File: src/rtl/cpu_pkg.sv
// Shared pipeline types and constants for the 5-stage core.
package cpu_pkg;

    // IF/ID pipeline register contents; also consumed by the decode stage.
    typedef struct packed {
        logic        valid;
        logic [31:0] instr;
        logic [31:0] pc4;
    } if_id_t;

    localparam logic [31:0] NOP_INSTR        = 32'h0000_0000;
    localparam logic [31:0] RESET_PC_DEFAULT = 32'h0000_0000;

    // Bubble: no instruction, zeroed payload.
    localparam if_id_t IF_ID_BUBBLE = '{valid: 1'b0, instr: NOP_INSTR, pc4: 32'h0000_0000};

endpackage

File: src/rtl/if_id_reg.sv
// IF/ID pipeline register: async reset, load enable, flush-to-bubble.
module if_id_reg
    import cpu_pkg::*;
(
    input  logic   clk,
    input  logic   rst,
    input  logic   load_en,
    input  logic   flush,
    input  if_id_t d,
    output if_id_t q
);

    if_id_t q_q;

    // Flush beats hold so a redirect during a stall still kills the wrong-path slot.
    always_ff @(posedge clk or posedge rst) begin
        if (rst) begin
            q_q <= IF_ID_BUBBLE;
        end else if (flush) begin
            q_q <= IF_ID_BUBBLE;
        end else if (load_en) begin
            q_q <= d;
        end
    end

    assign q = q_q;

endmodule

File: src/rtl/if_fetch_unit.sv
// Instruction-fetch stage: owns the PC, reads imem, fills IF/ID,
// applies stall/redirect and flags illegal fetch addresses.
module if_fetch_unit
    import cpu_pkg::*;
#(
    parameter logic [31:0] RESET_PC   = RESET_PC_DEFAULT,
    parameter int unsigned IMEM_WORDS = 256,
    parameter int unsigned CNT_W      = 32
) (
    input  logic             clk,
    input  logic             rst,
    output logic [31:0]      imem_addr,
    input  logic [31:0]      imem_instr,
    input  logic             stall,
    input  logic             redirect_valid,
    input  logic [31:0]      redirect_pc,
    output logic [31:0]      pc,
    output logic             if_id_valid,
    output logic [31:0]      if_id_instr,
    output logic [31:0]      if_id_pc4,
    output logic             fetch_err,
    output logic [CNT_W-1:0] fetch_count
);

    localparam logic [31:0]      IMEM_WORDS_W = 32'(IMEM_WORDS);
    localparam logic [CNT_W-1:0] CNT_ONE      = {{(CNT_W-1){1'b0}}, 1'b1};

    logic [31:0]      pc_q, pc_d;
    logic             fetch_err_q, fetch_err_d;
    logic [CNT_W-1:0] fetch_count_q, fetch_count_d;
    logic [31:0]      pc_plus4;
    logic             legal;
    logic             do_fetch;
    logic             flush;
    if_id_t           if_id_d, if_id_q;

    assign pc_plus4 = pc_q + 32'd4;

    // Full 32-bit word-index compare so out-of-range PCs never alias into imem.
    assign legal = (pc_q[1:0] == 2'b00) && ({2'b00, pc_q[31:2]} < IMEM_WORDS_W);

    // Next-state for PC, error flag and counter in redirect > stall > illegal > fetch order.
    always_comb begin
        pc_d          = pc_q;
        fetch_err_d   = fetch_err_q;
        fetch_count_d = fetch_count_q;
        do_fetch      = 1'b0;
        flush         = 1'b0;
        if (redirect_valid) begin
            pc_d  = redirect_pc;
            flush = 1'b1;
        end else if (stall) begin
            // hold everything
        end else if (!legal) begin
            fetch_err_d = 1'b1;
            flush       = 1'b1;
        end else begin
            pc_d          = pc_plus4;
            fetch_count_d = fetch_count_q + CNT_ONE;
            do_fetch      = 1'b1;
        end
    end

    // PC, sticky error and fetch counter state.
    always_ff @(posedge clk or posedge rst) begin
        if (rst) begin
            pc_q          <= RESET_PC;
            fetch_err_q   <= 1'b0;
            fetch_count_q <= '0;
        end else begin
            pc_q          <= pc_d;
            fetch_err_q   <= fetch_err_d;
            fetch_count_q <= fetch_count_d;
        end
    end

    assign if_id_d = '{valid: 1'b1, instr: imem_instr, pc4: pc_plus4};

    // load_en is only consulted when flush is low, i.e. on the stall and fetch paths.
    if_id_reg u_if_id_reg (
        .clk     (clk),
        .rst     (rst),
        .load_en (do_fetch),
        .flush   (flush),
        .d       (if_id_d),
        .q       (if_id_q)
    );

    assign imem_addr   = pc_q;
    assign pc          = pc_q;
    assign if_id_valid = if_id_q.valid;
    assign if_id_instr = if_id_q.instr;
    assign if_id_pc4   = if_id_q.pc4;
    assign fetch_err   = fetch_err_q;
    assign fetch_count = fetch_count_q;

endmodule

File: config.mk
export PLATFORM = sky130hd
export DESIGN_NAME = if_fetch_unit
export DESIGN_NICKNAME = d
export VERILOG_FILES = /design/src/rtl/cpu_pkg.sv /design/src/rtl/if_id_reg.sv /design/src/rtl/if_fetch_unit.sv
export SDC_FILE = /design/constraint.sdc
export NUM_CORES = 1
export LEC_CHECK = 0
export CAP_MARGIN = 10
export CORE_MARGIN = 4
export CORE_UTILIZATION = 36
export CTS_BUF_LIST = sky130_fd_sc_hd__clkbuf_4 sky130_fd_sc_hd__clkbuf_8
export DETAILED_ROUTE_END_ITERATION = 12
export PLACE_DENSITY = 0.69
export SLEW_MARGIN = 20
export SYNTH_ARGS = -nofsm -noshare
export SYNTH_HDL_FRONTEND = slang
export SYNTH_SLANG_ARGS = --single-unit
File: constraint.sdc
create_clock -name clk -period 7.5 [get_ports clk]
set_input_delay 0.75 -clock clk [delete_from_list [all_inputs] [get_ports clk]]
set_output_delay 0.75 -clock clk [all_outputs]
set_load 0.1 [all_outputs]
==> flow_metrics.env, run 1 <==
export IMPL_status="finished, final reports clean"
export IMPL_synthSimpleGateAreaFrac_pct=15.1
export IMPL_tightest_slew_ps=1070
export IMPL_fmaxAchievable_mhz=340
export IMPL_post_route_period_util_pct=39.2
export IMPL_start_util_pct=36.5
export IMPL_required_ps=6750
export IMPL_synth_top_area_share_pct=58.8
export IMPL_first_global_vias=4442
export IMPL_nets=721
export IMPL_power_density_nw_per_um2=224
export IMPL_dr_total_vias=4140
export IMPL_fillers=1310
export IMPL_swShare_pct=33.2
export IMPL_crit_cells=1
export IMPL_placed_cell_area_um2=7770
export IMPL_ys_warn_count=0
export IMPL_crit_type="flip-flop to output pin"
export IMPL_dieArea_um2=17400
export IMPL_cts_repair_resized=0
export IMPL_synthCells=452
export IMPL_ff2ff_setup_slack_ps=5080
export IMPL_avgSynthCellArea_um2=12.2
export IMPL_die_h_um=132
export IMPL_synth_xor_area_share_pct=6.96
export IMPL_leakage_nw=3.58
export IMPL_cap_viol_max_count=0
export IMPL_n_antenna_cell=0
export IMPL_synthTopCellsByArea="dfrtp_1, a22o_1, mux2_2"
export IMPL_worst_r2r_endpoint="fetch_count[12]$_DFFE_PP0P_"
export IMPL_routedWlPerCell_um=17.6
export IMPL_r2r_cells=5
export IMPL_clock_latency_ps=440
export IMPL_endpoint="pc[6]"
export IMPL_hp_start="fetch_count[31]$_DFFE_PP0P_"
export IMPL_power_mw=1.85
export IMPL_drc_errors=0
export IMPL_yosys_mux_area_fraction_pct=5.15
export IMPL_path_max_fanout=7
export IMPL_crit_slowest_cell="clkdlybuf4s50_1"
export IMPL_ctsHoldBuffers=0
export IMPL_cts_root_buf="clkbuf_8"
export IMPL_core_um2=15100
export IMPL_clk_pin_slew_worst_paths_ps=80
export IMPL_synth_top_family_by_area="simple AND/OR/NAND/NOR gates"
export IMPL_peakVddDrop_mv=0.0977
export IMPL_pwr_share_clk_pct=37.1
export IMPL_fin_setup_tns_ps=0
export IMPL_antenna_found_initial=0
export IMPL_rsz0062_at_grt="no"
export IMPL_end_kind="output pin"
export IMPL_syn_nets=522
export IMPL_power_frac_seq_pct=40.3
export IMPL_gp_congestion=0.805
export IMPL_yosysUniqueCellTypes=37
export IMPL_synth_area_um2=5530
export IMPL_die_w_um=132
export IMPL_drive_gt1_share_pct=11.4
export IMPL_routed_wl_um=15000
export IMPL_clock_skew_ps=9.85
export IMPL_rows=45
export IMPL_cts_tree="built"
export IMPL_h_tree_depth=4
export IMPL_finalSetupViolations=0
export IMPL_cts_buffers=17
export IMPL_power_frac_comb_pct=22.6
export IMPL_synthTopCellsByCount="dfrtp_1, a22o_1, buf_4"
export IMPL_ys_seq_area_share_pct=58.8
export IMPL_regArea_um2=3250
export IMPL_synth_edff_count=0
export IMPL_overflow=0
export IMPL_final_util_pct=54.4
export IMPL_slew_limit_headroom_pct=28.6
export IMPL_grt_pass1_wl_um=24500
export IMPL_drv_slew=0
export IMPL_cts_setup_buffers=0
export IMPL_cts_sinks=130
export IMPL_hold_viol_final=0
export IMPL_async_reset_ff_share_pct=100
export IMPL_first_pass_iters=5
export IMPL_multi_input_area_um2=1930
export IMPL_final_area_um2=8240
export IMPL_ios=230
export IMPL_hold_path_class="flip-flop to flip-flop"
export IMPL_synth_flop_cell="dfrtp_1"
export IMPL_clock_path_buffers=2
export IMPL_grt_total_usage_pct=17.6
export IMPL_crit_family="buffers and inverters"
export IMPL_ys_seq_elements=130
export IMPL_crit_buf_inv=1
export IMPL_synth_largest_area_cell="dfrtp_1"
export IMPL_critPathLaunch="imem_addr[6]$_DFFE_PP0P_"
export IMPL_io_buffers=229
export IMPL_grt_max_degree=88
export IMPL_start_kind="flip-flop"
export IMPL_synth_most_common_cell="dfrtp_1"
export IMPL_vias_per_cell=4.86
export IMPL_synthAdderAreaFrac_pct=0.452
export IMPL_critical_path_max_stage_delay_ps=1210
export IMPL_drt_iter0_drc=184
export IMPL_period_minus_slack_ps=2940
export IMPL_synth_compound_area_share_pct=7.10
export IMPL_p_switching_mw=0.613
export IMPL_area_growth_syn_to_layout_pct=48.9
export IMPL_ant_nets=0
export IMPL_r2r_start="imem_addr[21]$_DFFE_PP0P_"
export IMPL_crit_chain="clkdlybuf4s50_1"
export IMPL_dpl_hpwl_um=11100
export IMPL_worstPathArrival_ps=2190
export IMPL_internal_power_mw=1.23
## layer usage
layer	global-route usage, %	share of wire, %	vias up
li1	-	-	1937
met1	21.9	42	2039
met2	28.5	50	148
met3	6.56	7.3	16
met4	5.66	1.4	0
met5	0	0	-
## registers in the layout (all words and copies together), names as in the netlist
| signal | count |
|---|---|
| u_if_id_reg.q | 65 |
| fetch_count | 32 |
| imem_addr | 32 |
| fetch_err | 1 |
## through the flow
step / std cells / worst slack [ps] / hold WS, ps
3_3_place_gp: 819 / 4670 / 462
6_report: 852 / 4560 / 472
4_1_cts: 852 / 4510 / 476
2_1_floorplan: 452 / 3280 / 871
5_1_grt: 852 / 4470 / 501
3_5_place_dp: 820 / 4600 / 459
## logic make-up (layout without fill, tap and decap cells)
| family | count (synthesis) | in the layout |
|---|---|---|
| xor gates and xnor gates | 44 | 44 |
| DFF | 130 | 130 |
| muxes | 25 | 25 |
| adders and majority gates | 2 | 2 |
| AOI/OAI and AO/OA | 51 | 51 |
| buffers and inverters | 59 | 271 |
| and+or+nand+nor | 141 | 141 |
## worst min path at each step
stage | endpoint | depth (start not counted)
floorplan | imem_addr[2]$_DFFE_PP0P_ | 2
global placement | fetch_count[31]$_DFFE_PP0P_ | 1
detailed placement | fetch_count[31]$_DFFE_PP0P_ | 1
CTS | fetch_count[31]$_DFFE_PP0P_ | 1
global route | fetch_count[31]$_DFFE_PP0P_ | 1
finish | fetch_count[31]$_DFFE_PP0P_ | 1
## cells in the final DEF, fill, tap and decap left out, drive strengths merged
cell type,Yosys,layout
clkdlybuf4s50,0,228
a2bb2oi,2,2
and3,2,2
xnor2,23,23
a311oi,1,1
and3b,1,1
dfrtp,130,130
and4,8,8
nor3,13,13
xor2,21,21
nand3b,1,1
or4,1,1
clkbuf,13,19
a21oi,1,1
nand4,14,14
nor4,8,8
nor2,16,16
clkinvlp,0,3
buf,39,4
mux2,25,25
nand3,19,19
o21ai,13,13
clkinv,0,5
inv,7,7
and2,25,25
a21o,1,1
a22o,33,33
ha,2,2
nand2,31,31
bufinv,0,5
nor2b,2,2
## power groups by stage
| stage | sequential (mW) | combinational [mW] | clock (mW) |
|---|---|---|---|
| 6_report | 0.745 | 0.418 | 0.684 |
| 4_1_cts | 0.745 | 0.421 | 0.704 |
| 3_5_place_dp | 0.759 | 0.421 | 0 |
| 2_1_floorplan | 0.876 | 0.202 | 0 |
| 3_3_place_gp | 0.758 | 0.417 | 0 |
| 5_1_grt | 0.748 | 0.431 | 0.740 |
## cell type report
type | instances | share of cell area, %
flip-flops and latches | 130 | 39.5
clock buffers | 19 | 3.10
clock inverters | 13 | 2.54
repair buffers | 232 | 28.2
multi-input cells | 263 | 23.4
well taps | 188 | 2.85
inverters | 7 | 0.349
Power figures use the tool's default switching activity.
==> run 2: changes to the inputs <==
--- a/config.mk
+++ b/config.mk
@@ -10,7 +10,7 @@
 export CORE_UTILIZATION = 36
 export CTS_BUF_LIST = sky130_fd_sc_hd__clkbuf_4 sky130_fd_sc_hd__clkbuf_8
 export DETAILED_ROUTE_END_ITERATION = 12
-export PLACE_DENSITY = 0.69
+export PLACE_DENSITY = 0.72
 export SLEW_MARGIN = 20
 export SYNTH_ARGS = -nofsm -noshare
 export SYNTH_HDL_FRONTEND = slang
==> constraint.sdc (replaced) <==
create_clock -name clk -period 2.49 [get_ports clk]
set_input_delay 0.249 -clock clk [delete_from_list [all_inputs] [get_ports clk]]
set_output_delay 0.249 -clock clk [all_outputs]
set_load 0.1 [all_outputs]
==> flow_metrics.env, run 2 (synthesis gave the netlist of run 1 again) <==
export IMPL_status="finished, final reports clean"
export IMPL_wirelength_met1_um=6210
export IMPL_cts_setup_buffers=0
export IMPL_cts_sinks=130
export IMPL_grt_max_degree=64
export IMPL_antenna_found_initial=0
export IMPL_grt_pass1_wl_um=23600
export IMPL_fin_setup_tns_ps=0
export IMPL_routedWlPerCell_um=17.0
export IMPL_cap_viol_max_count=0
export IMPL_ff2ff_setup_slack_ps=300
export IMPL_crit_type="flip-flop to flip-flop"
export IMPL_area_growth_syn_to_layout_pct=41.8
export IMPL_worstPathArrival_ps=2560
export IMPL_drc_errors=0
export IMPL_critPathLaunch="imem_addr[14]$_DFFE_PP0P_"
export IMPL_end_kind="flip-flop"
export IMPL_fmaxAchievable_mhz=456
export IMPL_dieArea_um2=17400
export IMPL_dr_wl_met3_um=1170
export IMPL_overflow=0
export IMPL_crit_slowest_cell="and4_1"
export IMPL_first_global_vias=4348
export IMPL_dpl_hpwl_um=10900
export IMPL_vias_per_cell=4.84
export IMPL_leakage_nw=3.82
export IMPL_die_w_um=132
export IMPL_power_density_nw_per_um2=669
export IMPL_cts_buffers=17
export IMPL_ant_nets=0
export IMPL_finalSetupViolations=0
export IMPL_n_antenna_cell=0
export IMPL_drv_slew=0
export IMPL_core_um2=15100
export IMPL_hold_viol_final=0
export IMPL_cts_repair_resized=0
export IMPL_power_mw=5.25
export IMPL_crit_chain="nor4_2 > and4_1 > buf_4 > nand4_2 > nor3_1 > xor2_1"
export IMPL_start_kind="flip-flop"
export IMPL_io_buffers=229
export IMPL_hold_path_class="input pin to asynchronous set/reset pin"
export IMPL_grt_total_usage_pct=17.1
export IMPL_final_area_um2=7850
export IMPL_required_ps=2860
export IMPL_endpoint="fetch_count[22]$_DFFE_PP0P_"
export IMPL_rsz0062_at_grt="no"
export IMPL_largest_reg_flops=65
export IMPL_cts_root_buf="clkbuf_8"
export IMPL_die_h_um=132
export IMPL_cts_tree="built"
export IMPL_ctsHoldBuffers=0
export IMPL_dr_total_vias=4150
export IMPL_placed_cell_area_um2=7450
export IMPL_top_layer="met4"
export IMPL_first_pass_iters=4
export IMPL_r2r_cells=6
export IMPL_layout_commonest_cell="buf_4"
export IMPL_critical_path_max_stage_delay_ps=460
export IMPL_peakVddDrop_mv=0.333
export IMPL_ios=230
export IMPL_crit_cells=6
export IMPL_crit_buf_inv=1
export IMPL_clock_path_buffers=2
export IMPL_nets=726
export IMPL_routed_wl_um=14600
export IMPL_worst_r2r_endpoint="fetch_count[22]$_DFFE_PP0P_"
export IMPL_post_route_period_util_pct=88.0
export IMPL_tightest_slew_ps=530
export IMPL_start_util_pct=36.5
export IMPL_crit_family="simple AND/OR/NAND/NOR gates"
export IMPL_r2r_start="imem_addr[14]$_DFFE_PP0P_"
export IMPL_clk_pin_slew_worst_paths_ps=80
export IMPL_period_minus_slack_ps=2190
export IMPL_path_max_fanout=7
export IMPL_wl_met2_um=6940
export IMPL_gp_congestion=0.792
export IMPL_rows=45
export IMPL_slew_limit_headroom_pct=64.7
export IMPL_drt_iter0_drc=164
export IMPL_layout_common_cells="buf_4, dfrtp_1, clkdlybuf4s50_1, a22o_1, nand2_1"
export IMPL_drive_gt1_share_pct=36.3
export IMPL_clock_skew_ps=7.77
export IMPL_h_tree_depth=4
export IMPL_clock_latency_ps=440
run 2: cell types whose count changed in the layout (fill, tap and decap cells not counted), moves of 3 or more:
cell,delta
buf_12,+4
buf_4,+164
bufinv_16,-3
clkdlybuf4s50_1,-162
clkinvlp_4,+3
inv_6,+3
run 2: metrics by stage:
stage                     setup WS (ps)  hold WS, ps  cells  util, %
after floorplan                     130          370    452        -
after global placement              368          468    825     49.2
after detailed placement            251          470    825     49.2
after CTS                           271          167    857     51.8
after global routing                102          185    857     51.8
final                               299          190    857     51.8
run 2: worst min path at each step:
| stage | startpoint | to | slack, ps | cells after the start |
|---|---|---|---|---|
| final | rst | imem_addr[11]$_DFFE_PP0P_ | 190 | 2 |
| after global routing | rst | imem_addr[14]$_DFFE_PP0P_ | 190 | 2 |
| after CTS | rst | u_if_id_reg.q[53]$_DFFE_PP0P_ | 170 | 2 |
| after detailed placement | fetch_count[31]$_DFFE_PP0P_ | fetch_count[31]$_DFFE_PP0P_ | 470 | 1 |
| after global placement | fetch_count[31]$_DFFE_PP0P_ | fetch_count[31]$_DFFE_PP0P_ | 470 | 1 |
| after floorplan | redirect_pc[2] | imem_addr[2]$_DFFE_PP0P_ | 370 | 2 |
run 2: worst reg2reg max path, stage by stage (launching register included):
cell and delay [ps]:
dfrtp_1 410, nor4_2 400, and4_1 460, buf_4 220, nand4_2 180, nor3_1 290, xor2_1 170
run 2: final cells by class:
type	instances	area, um^2
clock buffers	17	234
clock inverters	15	160
fillers	1321	7300
inverters	7	30.0
multi-input cells	263	1930
flip-flops and latches	130	3250
well taps	188	235
repair buffers	237	2000
run 2: power by group:
part / leakage [nW] / internal (mW) / switching, mW
Clock: 0.185 / 0.896 / 0.879
Combinational: 1.92 / 0.297 / 0.939
Sequential: 1.72 / 2.16 / 0.0823
Total: 3.82 / 3.35 / 1.90
run 2: per-layer routing:
metal,track usage (%),vias to the layer above
li1,-,1945
met2,26.5,152
met3,6.91,24
met4,5.95,0
met1,21.7,2029
met5,0,-
